--- src/rtl/stopwatch_controller.sv ---
// Stopwatch control sequencer: per-button sync / debounce / press detect feeding an IDLE-RUN-PAUSE-LAP FSM.
// Define STOPWATCH_CTRL_DEBOUNCE_EN to build the debounce filters (DEBOUNCE_CYCLES); otherwise no counters are built.
module stopwatch_controller #(
    parameter int DEBOUNCE_CYCLES = 1000000
) (
    input  logic       clkIn,
    input  logic       rstNIn,
    input  logic       startStopBtnIn,
    input  logic       lapBtnIn,
    input  logic       clearBtnIn,
    output logic       runEnOut,
    output logic       clearOut,
    output logic       lapCaptureOut,
    output logic       dispHoldOut,
    output logic [1:0] stateOut
);

    typedef enum logic [1:0] {
        IDLE  = 2'd0,
        RUN   = 2'd1,
        PAUSE = 2'd2,
        LAP   = 2'd3
    } stateT;

    localparam int BTN_SS  = 0;
    localparam int BTN_LAP = 1;
    localparam int BTN_CLR = 2;

    if (DEBOUNCE_CYCLES < 2) begin : gBadDebounceCycles
        $error("DEBOUNCE_CYCLES must be at least 2");
    end

    logic [2:0] btnRaw;
    logic [2:0] syncMeta;
    logic [2:0] syncLevel;
    logic [2:0] accLevel;
    logic [2:0] accPrev;
    logic [2:0] press;

    assign btnRaw = {clearBtnIn, lapBtnIn, startStopBtnIn};

    // NOTE: sequential state is written with non-blocking assignments only, so every flop samples pre-edge values.
    always_ff @(posedge clkIn or negedge rstNIn) begin
        if (!rstNIn) begin
            syncMeta  <= '0;
            syncLevel <= '0;
        end else begin
            syncMeta  <= btnRaw;
            syncLevel <= syncMeta;
        end
    end

`ifdef STOPWATCH_CTRL_DEBOUNCE_EN
    localparam int CntW = $clog2(DEBOUNCE_CYCLES);
    localparam logic [CntW-1:0] CntLast = CntW'(DEBOUNCE_CYCLES - 1);

    // A level is accepted only after DEBOUNCE_CYCLES consecutive samples that disagree with the accepted level.
    for (genvar g = 0; g < 3; g++) begin : gDebounce
        logic [CntW-1:0] dbCnt;

        always_ff @(posedge clkIn or negedge rstNIn) begin
            if (!rstNIn) begin
                dbCnt       <= '0;
                accLevel[g] <= 1'b0;
            end else if (syncLevel[g] == accLevel[g]) begin
                dbCnt <= '0;
            end else if (dbCnt == CntLast) begin
                accLevel[g] <= syncLevel[g];
                dbCnt       <= '0;
            end else begin
                dbCnt <= dbCnt + CntW'(1);
            end
        end
    end
`else
    always_ff @(posedge clkIn or negedge rstNIn) begin
        if (!rstNIn) begin
            accLevel <= '0;
        end else begin
            accLevel <= syncLevel;
        end
    end
`endif

    always_ff @(posedge clkIn or negedge rstNIn) begin
        if (!rstNIn) begin
            accPrev <= '0;
            press   <= '0;
        end else begin
            accPrev <= accLevel;
            press   <= accLevel & ~accPrev;
        end
    end

    stateT state;
    stateT stateNext;
    logic  clearNext;
    logic  lapNext;

    // Press priority within a cycle: clear, then startStop, then lap; ignored presses do not block lower ones.
    always_comb begin
        // NOTE: defaults first so no path through this block leaves a signal unassigned (no latches).
        stateNext = state;
        clearNext = 1'b0;
        lapNext   = 1'b0;
        case (state)
            IDLE: begin
                if (press[BTN_CLR]) begin
                    clearNext = 1'b1;
                end else if (press[BTN_SS]) begin
                    stateNext = RUN;
                end
            end
            RUN: begin
                if (press[BTN_SS]) begin
                    stateNext = PAUSE;
                end else if (press[BTN_LAP]) begin
                    stateNext = LAP;
                    lapNext   = 1'b1;
                end
            end
            LAP: begin
                if (press[BTN_SS]) begin
                    stateNext = PAUSE;
                end else if (press[BTN_LAP]) begin
                    lapNext = 1'b1;
                end
            end
            PAUSE: begin
                if (press[BTN_CLR]) begin
                    stateNext = IDLE;
                    clearNext = 1'b1;
                end else if (press[BTN_SS]) begin
                    stateNext = RUN;
                end
            end
            default: stateNext = IDLE;
        endcase
    end

    // Outputs are decoded from the next state so they move on the same edge as the state register.
    always_ff @(posedge clkIn or negedge rstNIn) begin
        if (!rstNIn) begin
            state         <= IDLE;
            runEnOut      <= 1'b0;
            clearOut      <= 1'b0;
            lapCaptureOut <= 1'b0;
            dispHoldOut   <= 1'b0;
        end else begin
            state         <= stateNext;
            runEnOut      <= (stateNext == RUN) || (stateNext == LAP);
            clearOut      <= clearNext;
            lapCaptureOut <= lapNext;
            dispHoldOut   <= (stateNext == LAP);
        end
    end

    assign stateOut = state;

endmodule

--- config.mk ---
export PLATFORM = sky130hd
export DESIGN_NAME = stopwatch_controller
export DESIGN_NICKNAME = d
export VERILOG_FILES = /design/src/rtl/stopwatch_controller.sv
export SDC_FILE = /design/constraint.sdc
export NUM_CORES = 1
export LEC_CHECK = 0
export ABC_AREA = 1
export BUFFER_PORTS_ARGS = -buffer_cell sky130_fd_sc_hd__buf_2
export CORE_AREA = 2 2 39 41
export CTS_CLUSTER_DIAMETER = 120
export CTS_CLUSTER_SIZE = 24
export DETAILED_ROUTE_END_ITERATION = 10
export DIE_AREA = 0 0 41 43
export PLACE_DENSITY = 0.64
export SKIP_LAST_GASP = 1
export SYNTH_ARGS = -nofsm -noshare
export SYNTH_HDL_FRONTEND = slang
export SYNTH_SLANG_ARGS = --single-unit
--- constraint.sdc ---
create_clock -name clkIn -period 1.38 [get_ports clkIn]
set_input_delay 0.069 -clock clkIn [delete_from_list [all_inputs] [get_ports clkIn]]
set_output_delay 0.069 -clock clkIn [all_outputs]
set_load 0.03 [all_outputs]
==> results of run 1 <==
==> cell families after synthesis <==
family	Yosys count	synth area share (%)
AO/OA/AOI/OAI	4	4.37
flip-flops	20	83.3
buffers and inverters	10	6.88
AND/OR/NAND/NOR	8	5.42
==> registers in the layout (all words and copies together), names as in the netlist <==
| name | flops |
|---|---|
| stateOut | 1 |
| clearOut | 1 |
| dispHoldOut | 1 |
| lapCaptureOut | 1 |
| press | 3 |
| runEnOut | 1 |
| syncLevel | 3 |
| accLevel | 3 |
| syncMeta | 3 |
| accPrev | 3 |
==> per-stage QoR <==
stage | power (mW) | std cells | hold slack (ns)
floorplan | 0.752 | 42 | -0.227
global placement | 0.791 | 67 | 0.0216
detailed placement | 0.797 | 67 | 0.0307
CTS | 1.06 | 74 | 0.247
global route | 1.11 | 74 | 0.295
finish | 1.04 | 74 | 0.244
==> worst reg2reg max path, cell delays in order (launching register included) <==
cell and delay [ns]:
dfrtp_1 0.44, inv_2 0.09, nand2_1 0.07, nand2_1 0.08, a21oi_2 0.03
==> layer usage <==
layer  wire, um  global-route usage [%]  up-vias  share of wire, %
li1           -                       -      156                 -
met5          0                       0        -                 0
met1        335                    15.4      145                46
met2        332                    17.8       11                46
met3         55                    3.14        0               7.6
met4          0                    8.00        0                 0
==> placed cells by master, fill, tap and decap left out, drive strengths merged <==
cell type	count
clkbuf	3
buf	10
dfrtp	20
dlygate4sd3	4
a21oi	2
o211ai	1
o21ai	1
nand2	4
inv	9
nor2	4
==> final timing paths <==
check / from / cells after the start / end / slack [ns]
min in group clkIn: syncLevel[0] / 0 / accLevel[0] / 0.36
max reg2reg: runEnOut / 4 / stateOut[1] / 0.56
max: runEnOut / 1 / runEnOut / 0.36
min: rstNIn / 2 / clearOut / 0.24
min reg2reg: syncLevel[0] / 0 / accLevel[0] / 0.36
max in group asynchronous: rstNIn / 2 / syncLevel[1] / 0.84
==> layout make-up <==
cell class,count,area (um^2),share of cell area [%]
well taps,16,20.0,2.76
flip-flops and latches,20,500,69.0
repair buffers,14,90.1,12.4
inverters,9,33.8,4.66
clock buffers,3,22.5,3.10
multi-input cells,12,58.8,8.10
==> power groups by stage <==
stage	Sequential (mW)	Combinational, mW	Clock, mW
after floorplan	0.698	0.0543	0
after global placement	0.660	0.131	0
after detailed placement	0.662	0.135	0
after CTS	0.651	0.144	0.265
after global routing	0.658	0.161	0.294
final	0.650	0.141	0.252
==> flow_summary_export.csv, run 1 <==
group,metric,value,unit
detailed_routing,drt_iter0_drc,2,
floorplanning,core_area,0.00138,mm^2
clock_network,ctsLongestPathBuffers,2,
pwr,internal_power,0.772,mW
clock_network,cts-root-buf,"clkbuf_4",
placed_design,port_buffers,10,
timing,slew_headroom,72.3,%
synth,netlist_instances,42,
floorplanning,chipWidth,41,um
grt,track_usage,12.2,%
placed_design,dp_hpwl,478,um
grt,antenna_found_initial,0,
synth,synth_area_per_cell,14.3,um^2
synth,yosysTopAreaCellShare,83.3,%
layout,diodes,0,
grt,grt_pass1_wl,1380,um
timing,finalCriticalPeriod,1.02,ns
synth,synthTopCellsByCount,"dfrtp_1 (20), inv_1 (7), nor2_1 (4)",
placed_design,dpl_worst_slack,0.570,ns
floorplanning,start_util,43.4,%
pwr,power.net_switching,0.271,mW
timing,rsz0062_at_grt,"no",
timing,fin_crit_sh,73.9,%
synth,async_reset_ff_share,100,%
synth,synth_cell_types,11,
synth,synth.yosys.warnings,0,
setup_path,cp-start-kind,"flip-flop",
setup_path,critPathCaptureType,"output pin",
synth,synth-edff-count,0,
pwr,power_density,1440,mW/mm^2
placed_design,place.gp.congestion,0.580,
synth,ys_seq_area_share,83.3,%
synth,syn_area,601,um^2
floorplanning,io_pins,11,
clock_network,clkLatencyLatePin,0.28,ns
synth,synth_nets,47,
clock_network,cts_post_setup_buffers_inserted,0,
timing,setup-violations-final,0,
layout,nets,65,
clock_network,cts_buffers,3,
grt,grt_remaining_overflow,0,
clock_network,htreeDepth,1,
status,status,"finished, final reports clean",
setup_path,crit_type,"flip-flop to output pin",
clock_network,cts.sink_count,20,
pwr,clkPwrFrac,24.1,%
setup_path,slowest_delay,0.44,ns
detailed_routing,drt_first_pass_iters,2,
clock_network,clk_pin_slew,0.10,ns
synth,yosys.cell_count.top_type,"dfrtp_1",
detailed_routing,num_vias,312,
clock_network,cts_hold_buffers,4,
setup_path,crit_arrival,0.95,ns
detailed_routing,drc,0,
pwr,seq_power_share,62.3,%
synth,synthTopCellsByArea,"dfrtp_1 (83%), inv_1 (4.4%), nor2_1 (2.5%)",
worst_hold_path,min_path_type,"input port to async pin",
grt,grt_pass1_vias,347,
setup_path,crit_slowest_cell,"dfrtp_1",
detailed_routing,wl_per_cell,9.77,um
layout,n_fill_cell,122,
synth,synth_top_area_cell,"dfrtp_1",
floorplanning,die_area,0.00176,mm^2
grt,grt_max_degree,21,
timing,fin_skew,0.00319,ns
timing,final.setup.tns,0,ns
setup_path,critPathTopFamily,"flip-flops",
timing,worst_slack,0.360,ns
setup_path,critPathBufInv,1,
pwr,p_leak,0.387,nW
synth,synth_ff_type,"dfrtp_1",
pwr,irDropWorstVdd,0.733,mV
timing,max_freq,980,MHz
timing,maxSlewViolCount,0,
floorplanning,die_h,43,um
synth,synth_seq_cells,20,
setup_path,cp.required,1.31,ns
floorplanning,core.rowCount,14,
placed_design,place_area,663,um^2
pwr,p_sw_share,26.0,%
detailed_routing,antenna_left,0,
detailed_routing,viasPerCell,4.22,
timing,hold_viol,0,
clock_network,tritoncts,"built",
timing,worst_pin_slew,0.415,ns
detailed_routing,drt_wl_total,723,um
clock_network,cts-resized-gates,0,
layout,fin_area,726,um^2
layout,post-route-util,52.4,%
pwr,pwr-share-comb,13.5,%
flow_run,drv_cap,0,
layout,layout-drive-gt1-share,29.3,%
setup_path,path_cells,"buf_2",
setup_path,worstPathMaxFanout,6,
layout,area.growth.synth_to_final,20.8,%
Note: power is estimated with default switching activity, not from simulation.
==> run 2: changes to the inputs <==
==> constraint.sdc (replaced) <==
create_clock -name clkIn -period 1 [get_ports clkIn]
set_input_delay 0.05 -clock clkIn [delete_from_list [all_inputs] [get_ports clkIn]]
set_output_delay 0.05 -clock clkIn [all_outputs]
set_load 0.03 [all_outputs]
==> flow_summary_export.csv, run 2 (same netlist as run 1, synthesis figures left out) <==
group,metric,value,unit
setup_path,worstPathMaxFanout,5,
timing,rsz0062_at_grt,"yes",
status,status,"finished, final reports clean",
detailed_routing,drt_iter0_drc,2,
placed_design,place_area,663,um^2
placed_design,dp_hpwl,499,um
detailed_routing,wl_per_cell,10.2,um
layout,diodes,0,
detailed_routing,drt_wl_total,763,um
placed_design,port_buffers,10,
layout,final_cell_mix,"dfrtp_1 (19), inv_1 (7), buf_2 (7)",
clock_network,ctsLongestPathBuffers,2,
setup_path,crit_arrival,0.90,ns
clock_network,clkLatencyLatePin,0.29,ns
pwr,power_density,1980,mW/mm^2
floorplanning,core.rowCount,14,
setup_path,cp-start-kind,"flip-flop",
timing,slew_headroom,71.9,%
pwr,p_leak,0.392,nW
layout,layout-drive-gt1-share,32.2,%
detailed_routing,viasPerCell,4.33,
layout,area.growth.synth_to_final,23.5,%
grt,grt_pass1_vias,364,
flow_run,drv_cap,0,
placed_design,place.gp.congestion,0.580,
worst_hold_path,min_path_type,"input port to async pin",
setup_path,path_cells,"buf_4",
floorplanning,die_area,0.00176,mm^2
detailed_routing,num_vias,325,
pwr,irDropWorstVdd,0.776,mV
setup_path,critPathCaptureType,"output pin",
layout,layout_commonest_cell,"dfrtp_1",
setup_path,crit_slowest_cell,"dfrtp_2",
detailed_routing,drc,0,
floorplanning,io_pins,11,
timing,worst_pin_slew,0.421,ns
layout,nets,66,
clock_network,clk_pin_slew,0.10,ns
detailed_routing,antenna_left,0,
setup_path,cp.required,0.95,ns
floorplanning,start_util,43.4,%
grt,antenna_found_initial,0,
timing,fin_skew,0.00304,ns
timing,hold_viol,0,
grt,track_usage,12.6,%
clock_network,htreeDepth,1,
layout,fin_area,742,um^2
grt,grt_max_degree,21,
clock_network,tritoncts,"built",
clock_network,cts.sink_count,20,
grt,grt_remaining_overflow,0,
grt,grt_pass1_wl,1390,um
clock_network,cts_buffers,3,
setup_path,critPathBufInv,1,
setup_path,critPathTopFamily,"flip-flops",
layout,post-route-util,53.6,%
timing,setup-violations-final,0,
setup_path,slowest_delay,0.44,ns
floorplanning,chipWidth,41,um
detailed_routing,drt_first_pass_iters,2,
setup_path,crit_type,"flip-flop to output pin",
floorplanning,core_area,0.00138,mm^2
timing,fin_crit_sh,95.4,%
clock_network,cts-root-buf,"clkbuf_4",
timing,finalCriticalPeriod,0.954,ns
timing,max_freq,1050,MHz
floorplanning,die_h,43,um
timing,maxSlewViolCount,0,
-- run 2: cell count changes in the layout (fill, tap and decap cells not counted) --
cell,before,now
dfrtp_1,20,19
buf_2,10,7
buf_4,0,4
dfrtp_2,0,1
-- run 2: path summary, 6_finish.rpt --
kind | start | end | slack (ns) | cells after the start
setup / recovery | runEnOut | runEnOut | 0.05 | 1
hold / removal | rstNIn | clearOut | 0.22 | 2
setup reg to reg | runEnOut | runEnOut | 0.17 | 3
hold reg to reg | syncLevel[0] | accLevel[0] | 0.36 | 0
max in group asynchronous | rstNIn | runEnOut | 0.46 | 2
min in group clkIn | syncLevel[0] | accLevel[0] | 0.36 | 0
-- run 2: layout make-up --
| class | instances | area, um^2 |
|---|---|---|
| Timing Repair Buffer | 15 | 105 |
| Multi-Input combinational cell | 12 | 58.8 |
| Clock buffer | 3 | 22.5 |
| Fill cell | 123 | 642 |
| Sequential cell | 20 | 502 |
| Inverter | 9 | 33.8 |
| Tap cell | 16 | 20.0 |
-- run 2: stage by stage --
step	total power [mW]	TNS, ns	std cells	hold slack, ns	setup slack [ns]
after CTS	1.47	-0.0309	74	0.219	-0.0169
after detailed placement	1.10	0	67	0.0119	0.196
after floorplan	1.04	0	42	-0.246	0.0844
after global routing	1.57	-0.00886	75	0.267	-0.00598
after global placement	1.09	0	67	0.00263	0.238
final	1.47	0	75	0.223	0.0458
-- run 2: routing by layer --
metal  track usage (%)  wire length [um]  vias up
met1              13.1               330      156
met5                 0                 0        -
met4              10.0                 0        0
met2              20.0               386       11
li1                  -                 -      158
met3              3.14                46        0
-- run 2: timing repair --
item	CTS	global route
hold endpoints to repair	23	0
setup buffers	0	1
gates cloned	0	0
gates resized for setup	0	7
endpoints found under the setup margin	2	3
hold buffers	4	0
-- run 2: power by group --
group | switching [mW] | internal [mW]
Clock | 0.211 | 0.140
Sequential | 0.0308 | 0.866
Combinational | 0.138 | 0.0838
Total | 0.379 | 1.09
==> run 3: changes to the inputs <==
--- a/config.mk
+++ b/config.mk
@@ -7,12 +7,12 @@
 export LEC_CHECK = 0
 export ABC_AREA = 1
 export BUFFER_PORTS_ARGS = -buffer_cell sky130_fd_sc_hd__buf_2
-export CORE_AREA = 2 2 39 41
+export CORE_AREA = 4 4 41 43
 export CTS_CLUSTER_DIAMETER = 120
 export CTS_CLUSTER_SIZE = 24
 export DETAILED_ROUTE_END_ITERATION = 10
-export DIE_AREA = 0 0 41 43
-export PLACE_DENSITY = 0.64
+export DIE_AREA = 0 0 45 47
+export PLACE_DENSITY = 0.69
 export SKIP_LAST_GASP = 1
 export SYNTH_ARGS = -nofsm -noshare
 export SYNTH_HDL_FRONTEND = slang
==> flow_summary_export.csv, run 3 (same netlist as run 1, synthesis figures left out) <==
group,metric,value,unit
status,status,"finished, final reports clean",
setup_path,path_cells,"buf_4",
layout,fin_area,769,um^2
setup_path,critPathBufInv,1,
setup_path,cp.required,0.95,ns
timing,final.setup.tns,0,ns
pwr,power_density,2060,mW/mm^2
detailed_routing,antenna_left,0,
floorplanning,core_area,0.00130,mm^2
detailed_routing,drt_iter0_drc,2,
detailed_routing,wl_per_cell,9.95,um
clock_network,tritoncts,"built",
timing,setup-violations-final,0,
detailed_routing,num_vias,341,
setup_path,crit_slowest_cell,"dfrtp_2",
clock_network,cts.sink_count,20,
setup_path,critPathCaptureType,"output pin",
placed_design,place_area,662,um^2
timing,hold_viol,0,
worst_hold_path,min_path_type,"input port to async pin",
layout,layout_commonest_cell,"dfrtp_1",
layout,final_cell_mix,"dfrtp_1 (19), inv_1 (7), buf_2 (7)",
pwr,p_sw_share,24.8,%
floorplanning,die_area,0.00212,mm^2
clock_network,clk_pin_slew,0.10,ns
timing,slew_headroom,72.0,%
floorplanning,core.rowCount,13,
grt,track_usage,10.1,%
clock_network,clkLatencyLatePin,0.29,ns
setup_path,critPathTopFamily,"flip-flops",
clock_network,ctsLongestPathBuffers,2,
timing,rsz0062_at_grt,"yes",
pwr,pwr-share-comb,15.5,%
pwr,clkPwrFrac,28.0,%
setup_path,crit_arrival,0.91,ns
floorplanning,start_util,46.2,%
flow_run,drv_cap,0,
pwr,irDropWorstVdd,0.897,mV
pwr,p_leak,0.409,nW
placed_design,place.gp.congestion,0.721,
pwr,power.net_switching,0.394,mW
setup_path,worstPathMaxFanout,6,
pwr,internal_power,1.19,mW
floorplanning,chipWidth,45,um
detailed_routing,viasPerCell,4.43,
clock_network,cts_buffers,3,
detailed_routing,drt_first_pass_iters,4,
clock_network,htreeDepth,1,
timing,fin_skew,0.00190,ns
timing,maxSlewViolCount,0,
grt,grt_max_degree,21,
pwr,seq_power_share,56.6,%
placed_design,dp_hpwl,504,um
detailed_routing,drc,0,
timing,fin_crit_sh,96.2,%
setup_path,critPathLaunch,"runEnOut",
timing,finalCriticalPeriod,0.962,ns
layout,diodes,0,
grt,grt_remaining_overflow,0,
grt,grt_pass1_vias,320,
floorplanning,die_h,47,um
timing,worst_pin_slew,0.420,ns
layout,layout-drive-gt1-share,35.5,%
setup_path,r2r_start,"runEnOut",
grt,antenna_found_initial,0,
layout,area.growth.synth_to_final,28.1,%
timing,max_freq,1040,MHz
setup_path,crit_type,"flip-flop to output pin",
clock_network,cts-root-buf,"clkbuf_4",
floorplanning,io_pins,11,
placed_design,port_buffers,10,
setup_path,cp-start-kind,"flip-flop",
grt,grt_pass1_wl,1420,um
detailed_routing,drt_wl_total,766,um
layout,nets,68,
setup_path,slowest_delay,0.45,ns
run 3: area by class of cell:
class / count / area, um^2
repair buffers: 17 / 120
well taps: 15 / 18.8
fillers: 106 / 532
clock buffers: 4 / 36.3
inverters: 9 / 33.8
flip-flops and latches: 20 / 502
multi-input cells: 12 / 58.8
run 3: per-layer routing:
layer / track usage, % / share of wire [%] / up-vias
li1: - / - / 162
met1: 11.4 / 44 / 166
met2: 15.3 / 48 / 13
met3: 5.75 / 8.4 / 0
met4: 5.26 / 0 / 0
met5: 0 / 0 / -
run 3: through the flow:
| stage | total power [mW] | util [%] | hold slack [ns] | cells | setup WS, ns |
|---|---|---|---|---|---|
| floorplan | 1.04 | - | -0.246 | 42 | 0.0844 |
| CTS | 1.56 | 56.7 | 0.226 | 74 | -0.0186 |
| global placement | 1.09 | 50.9 | 0.00221 | 66 | 0.234 |
| global route | 1.69 | 59.1 | 0.249 | 77 | -0.0247 |
| detailed placement | 1.10 | 50.9 | 0.0140 | 66 | 0.207 |
| finish | 1.59 | 59.1 | 0.228 | 77 | 0.0376 |
run 3: power by group through the flow:
stage	sequential, mW	combinational (mW)	clock, mW
after floorplan	0.963	0.0749	0
final	0.898	0.245	0.443
after CTS	0.898	0.197	0.462
after global routing	0.907	0.268	0.518
after global placement	0.910	0.181	0
after detailed placement	0.914	0.185	0
run 3: worst paths after layout:
| path | slack, ns | to | depth (start not counted) |
|---|---|---|---|
| worst max-delay path | 0.04 | runEnOut | 1 |
| worst min-delay path | 0.23 | dispHoldOut | 2 |
| worst max register to register | 0.08 | stateOut[1] | 5 |
| worst min register to register | 0.36 | accLevel[2] | 0 |
| max in group asynchronous | 0.45 | runEnOut | 2 |
| min in group clkIn | 0.36 | accLevel[2] | 0 |
run 3: timing repair:
action / 4_1_cts / 5_1_grt
hold buffers: 4 / 0
setup endpoints to repair: 2 / 3
gates cloned: 0 / 0
endpoints found under the hold margin: 23 / 0
gates resized for setup: 0 / 6
buffers inserted: 0 / 3
